**src/rtl/multicycle_ctrl_if.sv**
```systemverilog
// Signal bundle between the multi-cycle MIPS sequencer and its datapath/memory.
// The controller uses the master view; the datapath/memory side uses the slave view.
interface multicycle_ctrl_if #(
    parameter int CNT_W = 32
);
    logic [31:0]      instr;
    logic             mem_ready;
    logic             mem_req;
    logic             memwrite;
    logic             iord;
    logic             ir_write;
    logic             pc_write;
    logic             alusrca;
    logic [1:0]       alusrcb;
    logic [2:0]       op;
    logic             regwrite;
    logic             regdst;
    logic             mem2reg;
    logic             illegal;
    logic             bus_err;
    logic [CNT_W-1:0] retired;

    modport master (
        input  instr,
        input  mem_ready,
        output mem_req,
        output memwrite,
        output iord,
        output ir_write,
        output pc_write,
        output alusrca,
        output alusrcb,
        output op,
        output regwrite,
        output regdst,
        output mem2reg,
        output illegal,
        output bus_err,
        output retired
    );

    modport slave (
        output instr,
        output mem_ready,
        input  mem_req,
        input  memwrite,
        input  iord,
        input  ir_write,
        input  pc_write,
        input  alusrca,
        input  alusrcb,
        input  op,
        input  regwrite,
        input  regdst,
        input  mem2reg,
        input  illegal,
        input  bus_err,
        input  retired
    );
endinterface

```
**src/rtl/multicycle_ctrl.sv**
```systemverilog
// Multi-cycle MIPS sequencer: steps each instruction through fetch/decode/execute/memory/
// writeback over one shared memory port, with a per-request memory wait timeout.
//
//   state    | meaning
//   ---------+-------------------------------------------------------------
//   S_FETCH  | read instruction at PC, PC+4 computed; IR/PC load on mem_ready
//   S_DECODE | classify opcode/funct, route to execute path or HALT
//   S_EXEC_R | R-type ALU operation rs op rt
//   S_EXEC_I | addi: rs + sign-extended immediate
//   S_ADDR   | lw/sw effective address: rs + sign-extended immediate
//   S_MEMRD  | lw data read at ALUOut
//   S_MEMWR  | sw data write at ALUOut, retires on completion
//   S_WB_R   | write ALUOut to rd, retire
//   S_WB_I   | write ALUOut to rt, retire
//   S_WB_MEM | write memory data to rt, retire
//   S_HALT   | illegal instruction or memory timeout; only reset leaves
module multicycle_ctrl #(
    parameter int CNT_W       = 32,
    parameter int MEM_TIMEOUT = 255
) (
    input  logic              clk,
    input  logic              rst,
    multicycle_ctrl_if.master bus
);
    localparam int WAIT_W = (MEM_TIMEOUT < 2) ? 1 : $clog2(MEM_TIMEOUT);
    localparam bit TO_EN  = (MEM_TIMEOUT != 0);
    localparam logic [WAIT_W-1:0] WAIT_LAST = WAIT_W'((MEM_TIMEOUT == 0) ? 0 : MEM_TIMEOUT - 1);
    localparam logic [WAIT_W-1:0] WAIT_MAX  = '1;

    localparam logic [5:0] OPC_RTYPE = 6'b000000;
    localparam logic [5:0] OPC_ADDI  = 6'b001000;
    localparam logic [5:0] OPC_LW    = 6'b100011;
    localparam logic [5:0] OPC_SW    = 6'b101011;

    localparam logic [5:0] FN_ADD = 6'b100000;
    localparam logic [5:0] FN_AND = 6'b100100;
    localparam logic [5:0] FN_OR  = 6'b100101;
    localparam logic [5:0] FN_SUB = 6'b100010;
    localparam logic [5:0] FN_SLT = 6'b101010;

    localparam logic [2:0] ALU_ADD = 3'b000;
    localparam logic [2:0] ALU_AND = 3'b100;
    localparam logic [2:0] ALU_OR  = 3'b010;
    localparam logic [2:0] ALU_SUB = 3'b011;
    localparam logic [2:0] ALU_SLT = 3'b111;

    localparam logic [1:0] SRCB_RT  = 2'b00;
    localparam logic [1:0] SRCB_4   = 2'b01;
    localparam logic [1:0] SRCB_IMM = 2'b10;

    typedef enum logic [3:0] {
        S_FETCH,
        S_DECODE,
        S_EXEC_R,
        S_EXEC_I,
        S_ADDR,
        S_MEMRD,
        S_MEMWR,
        S_WB_R,
        S_WB_I,
        S_WB_MEM,
        S_HALT
    } state_t;

    state_t            state_q, state_d;
    logic [WAIT_W-1:0] wait_q, wait_d;
    logic [CNT_W-1:0]  retired_q, retired_d;
    logic              illegal_q, illegal_d;
    logic              bus_err_q, bus_err_d;

    logic [5:0] opcode;
    logic [5:0] funct;
    logic       unused_instr_bits;

    assign opcode            = bus.instr[31:26];
    assign funct             = bus.instr[5:0];
    assign unused_instr_bits = ^bus.instr[25:6];

    logic       r_legal;
    logic [2:0] r_op;

    always_comb begin
        r_legal = 1'b1;
        r_op    = ALU_ADD;
        case (funct)
            FN_ADD:  r_op = ALU_ADD;
            FN_AND:  r_op = ALU_AND;
            FN_OR:   r_op = ALU_OR;
            FN_SUB:  r_op = ALU_SUB;
            FN_SLT:  r_op = ALU_SLT;
            default: r_legal = 1'b0;
        endcase
    end

    // A stalled request times out on the cycle the counter reaches MEM_TIMEOUT-1,
    // unless mem_ready arrives in that same cycle.
    logic in_mem_state;
    logic mem_stall;
    logic mem_timeout;

    assign in_mem_state = (state_q == S_FETCH) || (state_q == S_MEMRD) || (state_q == S_MEMWR);
    assign mem_stall    = in_mem_state && !bus.mem_ready;
    assign mem_timeout  = TO_EN && mem_stall && (wait_q == WAIT_LAST);

    logic       mem_req_c;
    logic       memwrite_c;
    logic       iord_c;
    logic       ir_write_c;
    logic       pc_write_c;
    logic       alusrca_c;
    logic [1:0] alusrcb_c;
    logic [2:0] op_c;
    logic       regwrite_c;
    logic       regdst_c;
    logic       mem2reg_c;
    logic       retire;

    always_comb begin
        state_d    = state_q;
        illegal_d  = illegal_q;
        bus_err_d  = bus_err_q;
        retire     = 1'b0;
        mem_req_c  = 1'b0;
        memwrite_c = 1'b0;
        iord_c     = 1'b0;
        ir_write_c = 1'b0;
        pc_write_c = 1'b0;
        alusrca_c  = 1'b0;
        alusrcb_c  = SRCB_RT;
        op_c       = ALU_ADD;
        regwrite_c = 1'b0;
        regdst_c   = 1'b0;
        mem2reg_c  = 1'b0;

        case (state_q)
            S_FETCH: begin
                mem_req_c = 1'b1;
                alusrcb_c = SRCB_4;
                if (bus.mem_ready) begin
                    ir_write_c = 1'b1;
                    pc_write_c = 1'b1;
                    state_d    = S_DECODE;
                end else if (mem_timeout) begin
                    bus_err_d = 1'b1;
                    state_d   = S_HALT;
                end
            end
            S_DECODE: begin
                if (opcode == OPC_RTYPE && r_legal) begin
                    state_d = S_EXEC_R;
                end else if (opcode == OPC_ADDI) begin
                    state_d = S_EXEC_I;
                end else if (opcode == OPC_LW || opcode == OPC_SW) begin
                    state_d = S_ADDR;
                end else begin
                    illegal_d = 1'b1;
                    state_d   = S_HALT;
                end
            end
            S_EXEC_R: begin
                alusrca_c = 1'b1;
                alusrcb_c = SRCB_RT;
                op_c      = r_op;
                state_d   = S_WB_R;
            end
            S_EXEC_I: begin
                alusrca_c = 1'b1;
                alusrcb_c = SRCB_IMM;
                state_d   = S_WB_I;
            end
            S_ADDR: begin
                alusrca_c = 1'b1;
                alusrcb_c = SRCB_IMM;
                state_d   = (opcode == OPC_SW) ? S_MEMWR : S_MEMRD;
            end
            S_MEMRD: begin
                mem_req_c = 1'b1;
                iord_c    = 1'b1;
                if (bus.mem_ready) begin
                    state_d = S_WB_MEM;
                end else if (mem_timeout) begin
                    bus_err_d = 1'b1;
                    state_d   = S_HALT;
                end
            end
            S_MEMWR: begin
                mem_req_c  = 1'b1;
                iord_c     = 1'b1;
                memwrite_c = 1'b1;
                if (bus.mem_ready) begin
                    retire  = 1'b1;
                    state_d = S_FETCH;
                end else if (mem_timeout) begin
                    bus_err_d = 1'b1;
                    state_d   = S_HALT;
                end
            end
            S_WB_R: begin
                regwrite_c = 1'b1;
                regdst_c   = 1'b1;
                retire     = 1'b1;
                state_d    = S_FETCH;
            end
            S_WB_I: begin
                regwrite_c = 1'b1;
                retire     = 1'b1;
                state_d    = S_FETCH;
            end
            S_WB_MEM: begin
                regwrite_c = 1'b1;
                mem2reg_c  = 1'b1;
                retire     = 1'b1;
                state_d    = S_FETCH;
            end
            S_HALT: begin
                state_d = S_HALT;
            end
            default: begin
                state_d = S_HALT;
            end
        endcase
    end

    // Saturating so that a disabled timeout never wraps back into a stale compare.
    always_comb begin
        wait_d = wait_q;
        if (state_d != state_q) begin
            wait_d = '0;
        end else if (mem_stall && wait_q != WAIT_MAX) begin
            wait_d = wait_q + WAIT_W'(1);
        end
    end

    assign retired_d = retire ? retired_q + CNT_W'(1) : retired_q;

    always_ff @(posedge clk or posedge rst) begin
        if (rst) begin
            state_q   <= S_FETCH;
            wait_q    <= '0;
            retired_q <= '0;
            illegal_q <= 1'b0;
            bus_err_q <= 1'b0;
        end else begin
            state_q   <= state_d;
            wait_q    <= wait_d;
            retired_q <= retired_d;
            illegal_q <= illegal_d;
            bus_err_q <= bus_err_d;
        end
    end

    // Gating with rst keeps the Mealy write enables from pulsing while reset is applied.
    assign bus.mem_req  = mem_req_c & ~rst;
    assign bus.memwrite = memwrite_c & ~rst;
    assign bus.iord     = iord_c & ~rst;
    assign bus.ir_write = ir_write_c & ~rst;
    assign bus.pc_write = pc_write_c & ~rst;
    assign bus.alusrca  = alusrca_c & ~rst;
    assign bus.alusrcb  = alusrcb_c & {2{~rst}};
    assign bus.op       = op_c & {3{~rst}};
    assign bus.regwrite = regwrite_c & ~rst;
    assign bus.regdst   = regdst_c & ~rst;
    assign bus.mem2reg  = mem2reg_c & ~rst;
    assign bus.illegal  = illegal_q;
    assign bus.bus_err  = bus_err_q;
    assign bus.retired  = retired_q;
endmodule

```
**src/flat_wrapper.sv**
```systemverilog
// flat-port wrapper written by rule: the top's interface ports become plain ports
module multicycle_ctrl_flat 
#(
    parameter int CNT_W       = 32,
    parameter int MEM_TIMEOUT = 255
)
  (clk, rst, bus_instr, bus_mem_ready, bus_mem_req, bus_memwrite, bus_iord, bus_ir_write, bus_pc_write, bus_alusrca, bus_alusrcb, bus_op, bus_regwrite, bus_regdst, bus_mem2reg, bus_illegal, bus_bus_err, bus_retired);
  multicycle_ctrl_if #(.CNT_W(CNT_W)) bus_i ();
  input  logic clk;
  input  logic rst;
  input wire logic [$bits(bus_i.instr)-1:0] bus_instr;
  input wire logic [$bits(bus_i.mem_ready)-1:0] bus_mem_ready;
  output wire logic [$bits(bus_i.mem_req)-1:0] bus_mem_req;
  output wire logic [$bits(bus_i.memwrite)-1:0] bus_memwrite;
  output wire logic [$bits(bus_i.iord)-1:0] bus_iord;
  output wire logic [$bits(bus_i.ir_write)-1:0] bus_ir_write;
  output wire logic [$bits(bus_i.pc_write)-1:0] bus_pc_write;
  output wire logic [$bits(bus_i.alusrca)-1:0] bus_alusrca;
  output wire logic [$bits(bus_i.alusrcb)-1:0] bus_alusrcb;
  output wire logic [$bits(bus_i.op)-1:0] bus_op;
  output wire logic [$bits(bus_i.regwrite)-1:0] bus_regwrite;
  output wire logic [$bits(bus_i.regdst)-1:0] bus_regdst;
  output wire logic [$bits(bus_i.mem2reg)-1:0] bus_mem2reg;
  output wire logic [$bits(bus_i.illegal)-1:0] bus_illegal;
  output wire logic [$bits(bus_i.bus_err)-1:0] bus_bus_err;
  output wire logic [$bits(bus_i.retired)-1:0] bus_retired;
  assign bus_i.instr = bus_instr;
  assign bus_i.mem_ready = bus_mem_ready;
  assign bus_mem_req = bus_i.mem_req;
  assign bus_memwrite = bus_i.memwrite;
  assign bus_iord = bus_i.iord;
  assign bus_ir_write = bus_i.ir_write;
  assign bus_pc_write = bus_i.pc_write;
  assign bus_alusrca = bus_i.alusrca;
  assign bus_alusrcb = bus_i.alusrcb;
  assign bus_op = bus_i.op;
  assign bus_regwrite = bus_i.regwrite;
  assign bus_regdst = bus_i.regdst;
  assign bus_mem2reg = bus_i.mem2reg;
  assign bus_illegal = bus_i.illegal;
  assign bus_bus_err = bus_i.bus_err;
  assign bus_retired = bus_i.retired;
  multicycle_ctrl #(.CNT_W(CNT_W), .MEM_TIMEOUT(MEM_TIMEOUT)) u_core (.clk(clk), .rst(rst), .bus(bus_i));
endmodule
```
**config.mk**
```make
export PLATFORM = sky130hd
export DESIGN_NAME = multicycle_ctrl_flat
export DESIGN_NICKNAME = d
export VERILOG_FILES = /design/src/rtl/multicycle_ctrl_if.sv /design/src/rtl/multicycle_ctrl.sv /design/src/flat_wrapper.sv
export SDC_FILE = /design/constraint.sdc
export NUM_CORES = 1
export LEC_CHECK = 0
export CORE_MARGIN = 3
export CORE_UTILIZATION = 45
export DETAILED_ROUTE_END_ITERATION = 6
export GPL_ROUTABILITY_DRIVEN = 0
export GPL_TIMING_DRIVEN = 0
export PLACE_DENSITY_LB_ADDON = 0.2
export SETUP_SLACK_MARGIN = 0.1
export SYNTH_ARGS = -nofsm -noshare
export SYNTH_HDL_FRONTEND = slang
export SYNTH_SLANG_ARGS = --single-unit
```
**constraint.sdc**
```tcl
create_clock -name clk -period 4.32 [get_ports clk]
set_input_delay 1.08 -clock clk [delete_from_list [all_inputs] [get_ports clk]]
set_output_delay 1.08 -clock clk [all_outputs]
set_load 0.03 [all_outputs]
```
# ---- Yosys cells after proc, flatten, opt, wreduce, memory -nomap -nowiden
# Index checks and enable logic that the tools add are counted.
dict set report totals {
  ff_bits 46
  input_bits 35
  output_inout_bits 48
}
dict set report classes {
  n_addsub 2
  eq_ne 20
  muxes 25
  bitwise_logic 15
  n_reduce_logical 19
}
# cell n
set op_table {}
lappend op_table {{6-bit == test, second input constant} 7}
lappend op_table {{32-bit by 1-bit adder with 32-bit output, second input constant} 1}
lappend op_table {{4-bit case mux with 8 select lines} 1}
lappend op_table {{4-bit 2-to-1 mux} 7}
lappend op_table {{4-bit by 3-bit == test with 1-bit output, second input constant} 4}
lappend op_table {{8-bit 2-to-1 mux} 2}
lappend op_table {{3-bit case mux with 4 select lines} 1}
lappend op_table {{1-bit 2-to-1 mux} 10}
lappend op_table {{3-bit OR reduction} 3}
lappend op_table {{8-bit by 1-bit adder with 8-bit output, second input constant} 1}
lappend op_table {{1-bit AND} 8}
lappend op_table {{4-bit by 2-bit == test with 1-bit output, second input constant} 2}
lappend op_table {{4-bit == test, second input constant} 2}
lappend op_table {{8-bit == test, second input constant} 1}
lappend op_table {{8-bit != test, second input constant} 1}
lappend op_table {{6-bit by 4-bit == test with 1-bit output, second input constant} 1}
lappend op_table {{6-bit logical NOT} 1}
lappend op_table {{1-bit inverter} 5}
lappend op_table {{5-bit OR reduction} 1}
lappend op_table {{4-bit by 1-bit == test with 1-bit output, second input constant} 1}
lappend op_table {{1-bit logical AND} 4}
lappend op_table {{4-bit logical NOT} 1}
lappend op_table {{4-bit != test} 1}
lappend op_table {{2-bit case mux with 2 select lines} 1}
lappend op_table {{11 further kinds} 14}

# ---- Logic depth before layout (Yosys ltp)
# Gate-level depths: netlist (run 1).
dict set report logic_depth {
  depth_word 10
  mapped_depth 8
  ltp_nobuf 7
}

# ---- Least setup slack after synthesis (run 1)
# OpenSTA, ideal clock, no wires.
dict set report synth_path {
  kind {input -> output}
  startpoint {input rst}
  endpoint {output bus_mem_req}
  arrival_time_ns 2.760
  required_ns 3.240
  slack_ns 0.480
  stages 2
  n_path_buf 1
  path_cell_list {clkbuf_1 a2111oi_0}
}
dict set report synth_between {
  elab_chain_len 2
}
# item line_no
set synth_lines {}
lappend synth_lines {{start, declared} flat_wrapper.sv:10} ;# input logic rst;
lappend synth_lines {{1-bit inverter} multicycle_ctrl.sv:253} ;# assign bus.mem_req = mem_req_c & ~rst;
lappend synth_lines {{1-bit AND} multicycle_ctrl.sv:253}
lappend synth_lines {{end, declared} flat_wrapper.sv:13} ;# output wire logic [$bits(bus_i.mem_req)-1:0] bus_mem_req;
# Every way passes these cells.

# ---- Worst setup path after layout (run 1)
dict set report layout_path {
  startpoint {input bus_instr[2]}
  endpoint {output bus_op[2]}
}
dict set report layout_between {
  elab_chain_len 4
  word_cells_on_any_way 7
}
# item line_no
set layout_lines {}
lappend layout_lines {{start, declared} flat_wrapper.sv:11} ;# input wire logic [$bits(bus_i.instr)-1:0] bus_instr;
lappend layout_lines {{6-bit == test} multicycle_ctrl.sv:85} ;# case (funct)
lappend layout_lines {{3-bit case mux with 4 select lines *} multicycle_ctrl.sv:85}
lappend layout_lines {{3-bit 2-to-1 mux *} multicycle_ctrl.sv:135} ;# case (state_q)
lappend layout_lines {{3-bit AND *} multicycle_ctrl.sv:260} ;# assign bus.op = op_c & {3{~rst}};
lappend layout_lines {{end, declared} flat_wrapper.sv:20} ;# output wire logic [$bits(bus_i.op)-1:0] bus_op;
# Every way passes the cells marked *; elsewhere a longest branch is shown, timed or not.

==> flow_metrics.tcl, run 1 <==
set metrics [dict create \
    dr.pass1.iters 4 \
    cpPeakStageDelay_ns 0.70 \
    leakagePower_nw 1.45 \
    total_power_w 0.00165 \
    r2r_end "u_core.wait_q[7]" \
    antenna_found_initial 0 \
    synth_fa_ha_area_share_pct 1.36 \
    start_util_pct 48.4 \
    clkTransAtPathRegs_ns 0.09 \
    hold_viol_final 0 \
    htree_levels 2 \
    setup_violations 0 \
    rows 27 \
    holdPathEnd "u_core.bus.retired[31]" \
    crit_required_ns 3.24 \
    peakVddDrop_mv 0.283 \
    routed_wl_um 6230 \
    cts_resized 0 \
    cts_setup_buffers 0 \
    end_kind "output port" \
    globalRouteOverflowTotal 0 \
    cap_violations 0 \
    die_x_um 84.4 \
    seq_area_mm2 0.00115 \
    max_freq_mhz 257 \
    drive_gt1_share_pct 11.9 \
    port_buffers 60 \
    synthArstFlopShare_pct 100 \
    hold_depth 1 \
    post-dp-hpwl_um 4650 \
    synth_compound_area_share_pct 12.4 \
    cpMostUsedCell "clkdlybuf4s50_1" \
    die-area_mm2 0.00712 \
    drt_iter0_markers 174 \
    period_share_pct 90.1 \
    max_slew.worst_pin.slew_ns 0.550 \
    min_period_ns 3.89 \
    setup-tns-final_ns 0 \
    synth_top_family_by_area "simple AND/OR/NAND/NOR gates" \
    hold-worst-slack_ns 0.475 \
    synth_seq_cells 46 \
    cellPowerDensity_mw_per_mm2 461 \
    seq_area_frac_synth_pct 41.6 \
    multi_input_area_mm2 0.00149 \
    route.detailed.drc 0 \
    root_buffer "clkbuf_8" \
    grt_max_degree 39 \
    ios 83 \
    crit_family "buffers and inverters" \
    layout.nets 391 \
    coreArea_mm2 0.00571 \
    ant_nets 0 \
    fin_skew_ns 0.0100 \
    maxSlewHeadroom_pct 63.4 \
    yosys.area_share.simple_pct 25.4 \
    groute.usage.overall_pct 17.6 \
    synth_edf_count 0 \
    crit_type "in -> out" \
    critPathMaxFanout 3 \
    final.fill_count 495 \
    synthXorXnorAreaFrac_pct 12.6 \
    cts_hold_buffers 0 \
    avgSynthCellArea_um2 9.70 \
    clkSinkCount 46 \
    crit_buf_inv 2 \
    vias_per_cell 5.46 \
    r2r_cells 6 \
    synth-main-ff-cell "dfrtp_1" \
    syn_nets 323 \
    status "finished, final reports clean" \
    cts_tree "built" \
    hold_path.class "reg -> reg" \
    synth.cell_area_mm2 0.00277 \
    yosys-mux-area-fraction_pct 1.90 \
    diodes 0 \
    synth_cells 285 \
    worstPathCellList "clkdlybuf4s50_1 > nand2b_1 > mux2_2 > nor3_1 > clkdlybuf4s50_1" \
    yosysUniqueCellTypes 49 \
    r2r-start "u_core.state_q[1]" \
    area.growth.synth_to_final_pct 29.8 \
    slowest_stage "clkdlybuf4s50_1" \
    grt_pass1_vias 2280 \
    worstHoldStart "u_core.bus.retired[31]" \
    die_y_um 84.4 \
    arrival_ns 2.81 \
    rsz0062_at_grt "no" \
    numCtsBuffers 5 \
    insertion_delay_ns 0.30 \
    ff2ff_setup_slack_ns 2.06 \
    vias 2325 \
    grt_pass1_wl_um 10400 \
    slew_viol_final 0 \
    wl_per_cell_um 14.6 \
    cp-start-kind "input pin" \
    clock_path_buffers 2 \
    yosys_warnings 0 \
]
[cells by family (layout without fill, tap and decap cells)]
family,Yosys count,after routing
and+or+nand+nor,129,129
DFF,46,46
xor gates and xnor gates,39,39
AOI/OAI and AO/OA,37,37
buffers and inverters,26,95
muxes,5,5
adders and majority gates,3,3
[registers in the layout, indices dropped and copies added (netlist names)]
| name | flops |
|---|---|
| u_core.wait_q | 8 |
| u_core.bus.retired | 32 |
| u_core.state_q | 4 |
| u_core.bus.bus_err | 1 |
| u_core.bus.illegal | 1 |
[report_power, final]
part	switching (W)	leakage [nW]	internal (W)
registers	0.0000561	0.594	0.000480
logic	0.000480	0.801	0.000309
clock network	0.000154	0.0585	0.000174
[cell usage after synthesis, types with 3 or more instances]
master	n	area share [%]
nor4_1	7	1.6
clkbuf_1	8	1.1
nand3_1	15	2.7
a211oi_2	8	3.6
nor2_1	25	3.4
nand2b_1	6	1.4
xor2_1	15	4.8
o21ai_0	5	0.90
nor3_1	22	4.0
ha_1	3	1.4
a21oi_1	6	1.1
or2_2	4	0.90
and3_1	6	1.4
buf_6	3	1.2
mux2i_1	3	1.1
nand2_1	16	2.2
nor2b_1	4	0.90
xnor2_1	23	7.3
inv_1	12	1.6
dfrtp_1	46	42
nand4_1	12	2.7
a31oi_1	3	0.68
[stage by stage]
| step | cell area, um^2 | worst slack, ns | cells | utilization, % |
|---|---|---|---|---|
| after floorplan | 2770 | 0.480 | 285 | - |
| after global placement | 3460 | 0.466 | 417 | 60.5 |
| after detailed placement | 3480 | 0.421 | 418 | 60.9 |
| after CTS | 3590 | 0.419 | 426 | 62.9 |
| after global routing | 3590 | 0.366 | 426 | 62.9 |
| final | 3590 | 0.428 | 426 | 62.9 |
[layout by cell type, fill, tap and decap left out, drive strengths merged, types with 2 or more instances in the layout]
master / n
a2111oi: 3
a211oi: 8
a21oi: 6
a311oi: 2
a31oi: 3
and2: 2
and3: 6
buf: 7
clkbuf: 13
clkdlybuf4s50: 60
dfrtp: 46
ha: 3
inv: 13
mux2: 2
mux2i: 3
nand2: 16
nand2b: 6
nand3: 16
nand4: 12
nor2: 25
nor2b: 4
nor3: 23
nor3b: 3
nor4: 8
o211ai: 2
o21ai: 6
or2: 4
xnor2: 24
xor2: 15
[worst reg2reg max path: stages, from the launching register on]
cell      delay [ns]
dfrtp_1         0.38
buf_6           0.14
o21ba_2         0.23
a2111o_1        0.55
nor3_4          0.37
nand4b_2        0.36
a211oi_2        0.08
[per-layer routing]
metal	GRT usage (%)	part of all wire, %
met5	0	0
met4	4.03	0.85
met3	4.22	4.0
met2	29.6	49
met1	23.1	46
[worst max path at each step]
| stage | from | end | slack, ns | cells after the start |
|---|---|---|---|---|
| global route | bus_instr[2] | bus_op[2] | 0.37 | 5 |
| floorplan | rst | bus_mem_req | 0.48 | 2 |
| finish | bus_instr[2] | bus_op[2] | 0.43 | 5 |
| detailed placement | bus_instr[1] | bus_op[2] | 0.42 | 5 |
| CTS | bus_instr[1] | bus_op[2] | 0.42 | 5 |
| global placement | bus_instr[2] | bus_op[2] | 0.47 | 5 |
[cell type report]
| type | instances | area share [%] |
|---|---|---|
| sequential | 46 | 32.1 |
| inverter | 12 | 1.26 |
| timing repair buffer | 61 | 17.3 |
| tap | 72 | 2.51 |
| buffer | 14 | 2.34 |
| clock buffer | 5 | 1.92 |
| multi-input combinational | 213 | 41.4 |
| clock inverter | 3 | 1.22 |
Power figures use the tool's default switching activity.
==> run 2, diff against run 1 <==
--- a/config.mk
+++ b/config.mk
@@ -5,11 +5,13 @@
 export SDC_FILE = /design/constraint.sdc
 export NUM_CORES = 1
 export LEC_CHECK = 0
+export ABC_CLOCK_PERIOD_IN_PS = 4320
 export CORE_MARGIN = 3
 export CORE_UTILIZATION = 45
 export DETAILED_ROUTE_END_ITERATION = 6
 export GPL_ROUTABILITY_DRIVEN = 0
 export GPL_TIMING_DRIVEN = 0
+export HOLD_SLACK_MARGIN = 0.08
 export PLACE_DENSITY_LB_ADDON = 0.2
 export SETUP_SLACK_MARGIN = 0.1
 export SYNTH_ARGS = -nofsm -noshare
==> results of run 2 <==
Same layout as run 1: the final DEF is identical, and so are final timing and power.
